==> config.mk <==
export PLATFORM = sky130hd
export DESIGN_NAME = jericalla_secuenciador_flat
export DESIGN_NICKNAME = d
export VERILOG_FILES = /design/src/rtl/jericalla_pkg.sv /design/src/rtl/jericalla_secuenciador_if.sv /design/src/rtl/jericalla_prog_mem.sv /design/src/rtl/jericalla_secuenciador.sv /design/src/flat_wrapper.sv
export SDC_FILE = /design/constraint.sdc
export NUM_CORES = 1
export LEC_CHECK = 0
export CAP_MARGIN = 15
export CORE_UTILIZATION = 60
export DETAILED_ROUTE_END_ITERATION = 10
export GPL_TIMING_DRIVEN = 0
export HOLD_SLACK_MARGIN = 0.12
export PLACE_DENSITY_LB_ADDON = 0.15
export SLEW_MARGIN = 20
export SYNTH_ARGS = -nofsm -noshare
export SYNTH_HDL_FRONTEND = slang
export SYNTH_SLANG_ARGS = --single-unit
==> constraint.sdc <==
create_clock -name clk -period 3.82 [get_ports clk]
set_input_delay 0.764 -clock clk [delete_from_list [all_inputs] [get_ports clk]]
set_output_delay 0.764 -clock clk [all_outputs]
set_load 0.01 [all_outputs]
==> src/rtl/jericalla_pkg.sv <==
// jericalla_pkg
// Shared definitions for the Jericalla instruction sequencer:
//   - sequencer state enum
//   - control-field encodings of a program word
//   - bit offsets of the 17-bit datapath instruction
//   - helper returning the program-word width for a given PC/instruction width
package jericalla_pkg;

  typedef enum logic [1:0] {
    ST_IDLE = 2'd0,
    ST_RUN  = 2'd1,
    ST_DONE = 2'd2
  } state_t;

  // Program word is {ctrl[1:0], target[PC_W-1:0], instr[INSTR_W-1:0]}
  localparam logic [1:0] CTRL_SEQ  = 2'b00;
  localparam logic [1:0] CTRL_BZ   = 2'b01;
  localparam logic [1:0] CTRL_JMP  = 2'b10;
  localparam logic [1:0] CTRL_HALT = 2'b11;

  // Datapath instruction {dirW, op, dirR1, dirR2, WEn}
  localparam int INSTR_WEN_BIT = 0;
  localparam int INSTR_R2_LSB  = 1;
  localparam int INSTR_R1_LSB  = 5;
  localparam int INSTR_OP_LSB  = 9;
  localparam int INSTR_DW_LSB  = 13;
  localparam int INSTR_FLD_W   = 4;

  function automatic int prog_word_w(input int pc_w, input int instr_w);
    return 2 + pc_w + instr_w;
  endfunction

endpackage

==> src/rtl/jericalla_secuenciador_if.sv <==
// jericalla_secuenciador_if
// Groups the control, program-load and issue signals of the sequencer.
//   master : upstream controller / bench (drives start, stall, zf_in, load_*)
//   slave  : the sequencer (drives instruccion_out, valid_out, pc_out,
//            busy, done, issued_cnt)
interface jericalla_secuenciador_if
  import jericalla_pkg::*;
#(
  parameter int PC_W    = 4,
  parameter int INSTR_W = 17
) ();

  localparam int WORD_W = prog_word_w(PC_W, INSTR_W);

  logic               start;
  logic               stall;
  logic               zf_in;
  logic               load_en;
  logic [PC_W-1:0]    load_addr;
  logic [WORD_W-1:0]  load_data;
  logic [INSTR_W-1:0] instruccion_out;
  logic               valid_out;
  logic [PC_W-1:0]    pc_out;
  logic               busy;
  logic               done;
  logic [15:0]        issued_cnt;

  modport master (
    output start, stall, zf_in, load_en, load_addr, load_data,
    input  instruccion_out, valid_out, pc_out, busy, done, issued_cnt
  );

  modport slave (
    input  start, stall, zf_in, load_en, load_addr, load_data,
    output instruccion_out, valid_out, pc_out, busy, done, issued_cnt
  );

endinterface

==> src/rtl/jericalla_prog_mem.sv <==
// jericalla_prog_mem
// Program memory: 2^PC_W words, synchronous write, combinational read,
// no reset (contents survive rst_n).
//   clk      : clock
//   i_we     : write enable
//   i_waddr  : write address
//   i_wdata  : write data
//   i_raddr  : read address
//   o_rdata  : read data (combinational)
module jericalla_prog_mem #(
  parameter int PC_W   = 4,
  parameter int WORD_W = 23
) (
  input  logic              clk,
  input  logic              i_we,
  input  logic [PC_W-1:0]   i_waddr,
  input  logic [WORD_W-1:0] i_wdata,
  input  logic [PC_W-1:0]   i_raddr,
  output logic [WORD_W-1:0] o_rdata
);

  localparam int DEPTH = 1 << PC_W;

  logic [WORD_W-1:0] r_mem [DEPTH];

  always_ff @(posedge clk) begin
    if (i_we) begin
      r_mem[i_waddr] <= i_wdata;
    end
  end

  // Same-cycle fetch decode needs the word without a read register.
  assign o_rdata = r_mem[i_raddr];

endmodule

==> src/rtl/jericalla_secuenciador.sv <==
// jericalla_secuenciador
// Instruction sequencer in front of the Jericalla datapath. Fetches one
// program word per unstalled RUN cycle, issues SEQ words to the datapath,
// consumes BZ/JMP/HALT internally.
//   clk    : clock, rising edge
//   rst_n  : asynchronous active-low reset
//   bus    : slave side of jericalla_secuenciador_if
//            (start, stall, zf_in, load_* in; instruccion_out, valid_out,
//             pc_out, busy, done, issued_cnt out)
module jericalla_secuenciador
  import jericalla_pkg::*;
#(
  parameter int PC_W    = 4,
  parameter int INSTR_W = 17
) (
  input  logic                     clk,
  input  logic                     rst_n,
  jericalla_secuenciador_if.slave  bus
);

  localparam int WORD_W = prog_word_w(PC_W, INSTR_W);
  localparam logic [PC_W-1:0] PC_ONE = {{(PC_W-1){1'b0}}, 1'b1};

  state_t             r_state, w_state_next;
  logic [PC_W-1:0]    r_pc, w_pc_next;
  logic               r_zf, w_zf_next;
  logic [15:0]        r_cnt, w_cnt_next;
  logic [INSTR_W-1:0] r_instr, w_instr_next;
  logic               r_valid, w_valid_next;

  logic [WORD_W-1:0]  w_word;
  logic [1:0]         w_ctrl;
  logic [PC_W-1:0]    w_target;
  logic [INSTR_W-1:0] w_instr;
  logic [PC_W-1:0]    w_pc_inc;
  logic               w_mem_we;

  // Loads are only accepted while not executing.
  assign w_mem_we = bus.load_en && (r_state != ST_RUN);

  jericalla_prog_mem #(
    .PC_W   (PC_W),
    .WORD_W (WORD_W)
  ) u_prog_mem (
    .clk     (clk),
    .i_we    (w_mem_we),
    .i_waddr (bus.load_addr),
    .i_wdata (bus.load_data),
    .i_raddr (r_pc),
    .o_rdata (w_word)
  );

  assign w_ctrl   = w_word[WORD_W-1 -: 2];
  assign w_target = w_word[INSTR_W +: PC_W];
  assign w_instr  = w_word[INSTR_W-1:0];
  assign w_pc_inc = r_pc + PC_ONE;   // natural wrap at 2^PC_W

  always_ff @(posedge clk or negedge rst_n) begin
    if (!rst_n) begin
      r_state <= ST_IDLE;
      r_pc    <= '0;
      r_zf    <= 1'b0;
      r_cnt   <= '0;
      r_instr <= '0;
      r_valid <= 1'b0;
    end else begin
      r_state <= w_state_next;
      r_pc    <= w_pc_next;
      r_zf    <= w_zf_next;
      r_cnt   <= w_cnt_next;
      r_instr <= w_instr_next;
      r_valid <= w_valid_next;
    end
  end

  always_comb begin
    w_state_next = r_state;
    w_pc_next    = r_pc;
    w_cnt_next   = r_cnt;
    w_instr_next = '0;      // bubble unless a SEQ word issues
    w_valid_next = 1'b0;
    // The flag belongs to whatever is on the output this cycle; capture it
    // at the end of every issue cycle, including one that a stall follows.
    w_zf_next    = r_valid ? bus.zf_in : r_zf;

    unique case (r_state)
      ST_IDLE, ST_DONE: begin
        if (bus.start) begin
          w_state_next = ST_RUN;
          w_pc_next    = '0;
          w_zf_next    = 1'b0;
          w_cnt_next   = '0;
        end
      end

      ST_RUN: begin
        if (!bus.stall) begin
          unique case (w_ctrl)
            CTRL_SEQ: begin
              w_instr_next = w_instr;
              w_valid_next = 1'b1;
              w_pc_next    = w_pc_inc;
              w_cnt_next   = (r_cnt == 16'hFFFF) ? r_cnt : r_cnt + 16'd1;
            end
            CTRL_BZ: begin
              w_pc_next = r_zf ? w_target : w_pc_inc;
            end
            CTRL_JMP: begin
              w_pc_next = w_target;
            end
            CTRL_HALT: begin
              w_state_next = ST_DONE;
            end
            default: begin
              w_state_next = ST_DONE;
            end
          endcase
        end
      end

      default: begin
        w_state_next = ST_IDLE;
      end
    endcase
  end

  assign bus.instruccion_out = r_instr;
  assign bus.valid_out       = r_valid;
  assign bus.pc_out          = r_pc;
  assign bus.busy            = (r_state == ST_RUN);
  assign bus.done            = (r_state == ST_DONE);
  assign bus.issued_cnt      = r_cnt;

endmodule

==> src/flat_wrapper.sv <==
// flat-port wrapper written by rule: the top's interface ports become plain ports
module jericalla_secuenciador_flat import jericalla_pkg::*;
#(
  parameter int PC_W    = 4,
  parameter int INSTR_W = 17
)
  (clk, rst_n, bus_start, bus_stall, bus_zf_in, bus_load_en, bus_load_addr, bus_load_data, bus_instruccion_out, bus_valid_out, bus_pc_out, bus_busy, bus_done, bus_issued_cnt);
  jericalla_secuenciador_if #(.PC_W(PC_W), .INSTR_W(INSTR_W)) bus_i ();
  input  logic clk;
  input  logic rst_n;
  input wire logic [$bits(bus_i.start)-1:0] bus_start;
  input wire logic [$bits(bus_i.stall)-1:0] bus_stall;
  input wire logic [$bits(bus_i.zf_in)-1:0] bus_zf_in;
  input wire logic [$bits(bus_i.load_en)-1:0] bus_load_en;
  input wire logic [$bits(bus_i.load_addr)-1:0] bus_load_addr;
  input wire logic [$bits(bus_i.load_data)-1:0] bus_load_data;
  output wire logic [$bits(bus_i.instruccion_out)-1:0] bus_instruccion_out;
  output wire logic [$bits(bus_i.valid_out)-1:0] bus_valid_out;
  output wire logic [$bits(bus_i.pc_out)-1:0] bus_pc_out;
  output wire logic [$bits(bus_i.busy)-1:0] bus_busy;
  output wire logic [$bits(bus_i.done)-1:0] bus_done;
  output wire logic [$bits(bus_i.issued_cnt)-1:0] bus_issued_cnt;
  assign bus_i.start = bus_start;
  assign bus_i.stall = bus_stall;
  assign bus_i.zf_in = bus_zf_in;
  assign bus_i.load_en = bus_load_en;
  assign bus_i.load_addr = bus_load_addr;
  assign bus_i.load_data = bus_load_data;
  assign bus_instruccion_out = bus_i.instruccion_out;
  assign bus_valid_out = bus_i.valid_out;
  assign bus_pc_out = bus_i.pc_out;
  assign bus_busy = bus_i.busy;
  assign bus_done = bus_i.done;
  assign bus_issued_cnt = bus_i.issued_cnt;
  jericalla_secuenciador #(.PC_W(PC_W), .INSTR_W(INSTR_W)) u_core (.clk(clk), .rst_n(rst_n), .bus(bus_i));
endmodule
==> run_results.csv <==
group,metric,value,unit
outcome,status,"complete, no violations",
worst_setup_path,timing_worst_setup_path_type,"reg -> reg",
grt,grt_antenna_before_repair,0,
worst_setup_path,crit_required,4.26,ns
cts,cts_max_path_buffers,3,
floorplan,die-height,164,um
grt,global_route.overflow_total,0,
grt,pin_count_of_the_biggest_net_entering_global_routing,42,
cts,clock_sink_count,409,
cts,cts_buffers,40,
synth,postSynthAreaPerCell,21.6,um2
place,place_congestion,0.895,
floorplan,fp.coreArea,0.0260,mm2
sta,layout_min_cycle_time,3.65,ns
drt,wire_per_inst,29.3,um
synth,synth.top_cells.by_area,"sky130_fd_sc_hd__edfxtp_1 70%, sky130_fd_sc_hd__mux4_2 16%, sky130_fd_sc_hd__dfrtp_1 6.5%",
worst_setup_path,cp-start-kind,"register",
place,placedInstanceArea,0.0175,mm2
pwr,power_density,621,mW/mm2
sta,final_number_of_max_transition_violations,0,
final_layout,layout.cell_area.non_filler,0.0188,mm2
worst_setup_path,worst-r2r-setup-slack,0.17,ns
synth,synth_most_common_cell,"sky130_fd_sc_hd__edfxtp_1",
drt,dr.pass1.iters,5,
sta,finalClockSkew,0.0172,ns
synth,synth-seq-cells,409,
drt,detail_route.vias_per_cell,6.57,
final_layout,antennaDiodeCount,0,
sta,final_report_hold_violation_count,0,
synth,yosysSeqAreaShare,76.3,%
synth,synth.cells.most_frequent,"368 x sky130_fd_sc_hd__edfxtp_1, 112 x sky130_fd_sc_hd__mux4_2, 41 x sky130_fd_sc_hd__dfrtp_1",
worst_setup_path,crit_path_end_kind,"register",
drt,wl,36200,um
place,port_bufs,72,
pwr,standby_leakage_power,6.11,nW
drt,drc,0,
synth,netlist.top_cell.by_area,"sky130_fd_sc_hd__edfxtp_1",
synth,number_of_enable_flip_flop_cells_after_synthesis,368,
final_layout,nets,908,
final_layout,flow.area_growth_from_synthesis,18.9,%
sta,layout_setup_ws,0.169,ns
synth,area_share_of_the_largest_cell_type_after_synthesis,69.8,%
floorplan,core.rowCount,59,
synth,synthArstFlopShare,10.0,%
place,pre_cts_ws,-0.409,ns
drt,drt.antenna.violating_nets,0,
synth,synth.net_count,771,
cts,clock_latency_of_the_later_clocked_register_in_the_worst_skew_pair,0.54,ns
synth,synth.lib_cells_used.distinct,44,
worst_setup_path,critical_path_peak_fanout,10,
sta,timing.final.crit_share,95.6,%
cts,total_setup_buffers_inserted_after_cts,0,
sta,setup_viol,0,
sta,achievable-frequency,274,MHz
floorplan,ios,73,
worst_setup_path,worst-endpoint-arrival,4.09,ns
final_layout,fin_util,72.5,%
cts,clk_pin_slew,0.07,ns
grt,first_global_vias,8297,
cts,cts_tree,"built",
synth,synthesis.instances,732,
cts,clock-root-buffer,"sky130_fd_sc_hd__clkbuf_16",
synth,ys.flop_type,"sky130_fd_sc_hd__edfxtp_1",
floorplan,die_w,164,um
drt,vias,8114,
synth,synth_area,0.0158,mm2
final_layout,drive_gt1_share,26.1,%
floorplan,initial_core_util,60.9,%
job,maxCapViolations,0,
place,detailedPlacementHpwl,22400,um
pwr,power_consumption,0.0117,W
cts,cts_h_tree_depth,2,
pwr,max-vdd-ir-drop,535,uV
sta,timing_worst_slew_pin_value,1.01,ns
floorplan,die-area,0.0270,mm2
grt,grt_first_pass_wirelength,53100,um
drt,drt_iter0_drc,986,
grt,grt_usage,28.2,%
min_path,min_delay_worst_type,"in -> async",
synth,synth-warning-count,0,
sta,timing.max_slew.rel_slack,32.5,%
sta,unrepaired_setup_endpoints_after_global_routing,"false",
stage by stage:
step	setup TNS, ns	hold slack, ns	std cells
2_1_floorplan	0	0.468	732
3_3_place_gp	-293.97	0.507	1139
3_5_place_dp	-3.51	0.536	1163
4_1_cts	0	0.278	1235
5_1_grt	0	0.286	1235
6_report	0	0.246	1235
cell usage in the layout (no fill, tap or decap), types with 4 or more instances in the layout:
cell,count
sky130_fd_sc_hd__a21oi_1,11
sky130_fd_sc_hd__and2_1,18
sky130_fd_sc_hd__buf_1,4
sky130_fd_sc_hd__buf_16,9
sky130_fd_sc_hd__buf_2,13
sky130_fd_sc_hd__buf_4,13
sky130_fd_sc_hd__bufinv_16,5
sky130_fd_sc_hd__clkbuf_1,20
sky130_fd_sc_hd__clkbuf_16,42
sky130_fd_sc_hd__clkdlybuf4s50_1,71
sky130_fd_sc_hd__clkinv_1,8
sky130_fd_sc_hd__clkinv_2,7
sky130_fd_sc_hd__dfrtp_1,41
sky130_fd_sc_hd__edfxtp_1,368
sky130_fd_sc_hd__ha_1,6
sky130_fd_sc_hd__inv_1,9
sky130_fd_sc_hd__mux2i_1,6
sky130_fd_sc_hd__mux4_2,112
sky130_fd_sc_hd__nand2_1,16
sky130_fd_sc_hd__nand2b_1,6
sky130_fd_sc_hd__nand3_1,10
sky130_fd_sc_hd__nor2_1,16
sky130_fd_sc_hd__nor2_4,12
sky130_fd_sc_hd__nor2b_1,5
sky130_fd_sc_hd__nor3_1,7
sky130_fd_sc_hd__nor3_2,4
sky130_fd_sc_hd__xnor2_1,8
sequential cells by signal, summed over array words and instances (netlist names):
register                    cells
u_core.bus.instruccion_out     17
u_core.bus.issued_cnt          16
u_core.bus.pc_out               4
u_core.bus.valid_out            1
u_core.r_state                  2
u_core.r_zf                     1
u_core.u_prog_mem.r_mem       368
layout make-up:
type	instances	area [um2]
Tap cell	335	419
Clock inverter	22	239
Multi-Input combinational cell	279	3680
Sequential cell	409	12100
Inverter	9	33.8
Clock buffer	51	1090
Timing Repair Buffer	96	1120
Buffer	34	161
Fill cell	1504	7160
worst max-delay path, cell delays in order, from the launching register on:
cell,delay [ns]
sky130_fd_sc_hd__dfrtp_1,0.38
sky130_fd_sc_hd__buf_2,0.25
sky130_fd_sc_hd__buf_4,0.29
sky130_fd_sc_hd__mux4_2,0.54
sky130_fd_sc_hd__mux4_2,0.53
sky130_fd_sc_hd__inv_1,0.11
sky130_fd_sc_hd__ha_1,0.22
sky130_fd_sc_hd__nand2_1,0.17
sky130_fd_sc_hd__inv_1,0.14
sky130_fd_sc_hd__o21bai_1,0.22
sky130_fd_sc_hd__a21oi_1,0.31
sky130_fd_sc_hd__a41oi_1,0.16
sky130_fd_sc_hd__a211oi_1,0.22
power by group:
group	switching, W	internal, W
sequential	0.0000747	0.00504
clock	0.00162	0.00237
combinational	0.00135	0.00125
total	0.00304	0.00866
path summary, 6_finish.rpt:
path	end	cells after the start	start
min in group clk	u_core.bus.issued_cnt[10]	1	u_core.bus.issued_cnt[10]
setup / recovery	u_core.bus.issued_cnt[6]	12	u_core.bus.pc_out[0]
hold / removal	u_core.bus.pc_out[2]	1	rst_n
hold reg to reg	u_core.bus.issued_cnt[10]	1	u_core.bus.issued_cnt[10]
max in group asynchronous	u_core.bus.instruccion_out[15]	1	rst_n
setup reg to reg	u_core.bus.issued_cnt[6]	12	u_core.bus.pc_out[0]
repair_timing:
item	in CTS	in global routing
hold buffers	0	0
endpoints found under the setup margin	12	12
cloned	0	0
gates resized for setup	2	7
metal layers:
metal  share of wire [%]  GRT usage, %
met2                  50          45.9
met5                   0             0
met4                 2.5          9.22
met1                  39          39.6
met3                 8.3          4.62
logic make-up (layout without fill, tap and decap cells):
group | Yosys count | count (layout) | synth area share [%]
AO/OA/AOI/OAI | 38 | 38 | 1.70
XOR/XNOR | 8 | 8 | 0.443
adder cells (fa/ha/maj) | 6 | 6 | 0.474
buffers and inverters | 44 | 212 | 1.22
flip-flops | 409 | 409 | 76.3
multiplexers | 119 | 119 | 16.4
AND/OR/NAND/NOR | 108 | 108 | 3.50
(Power assumes the default switching activity.)
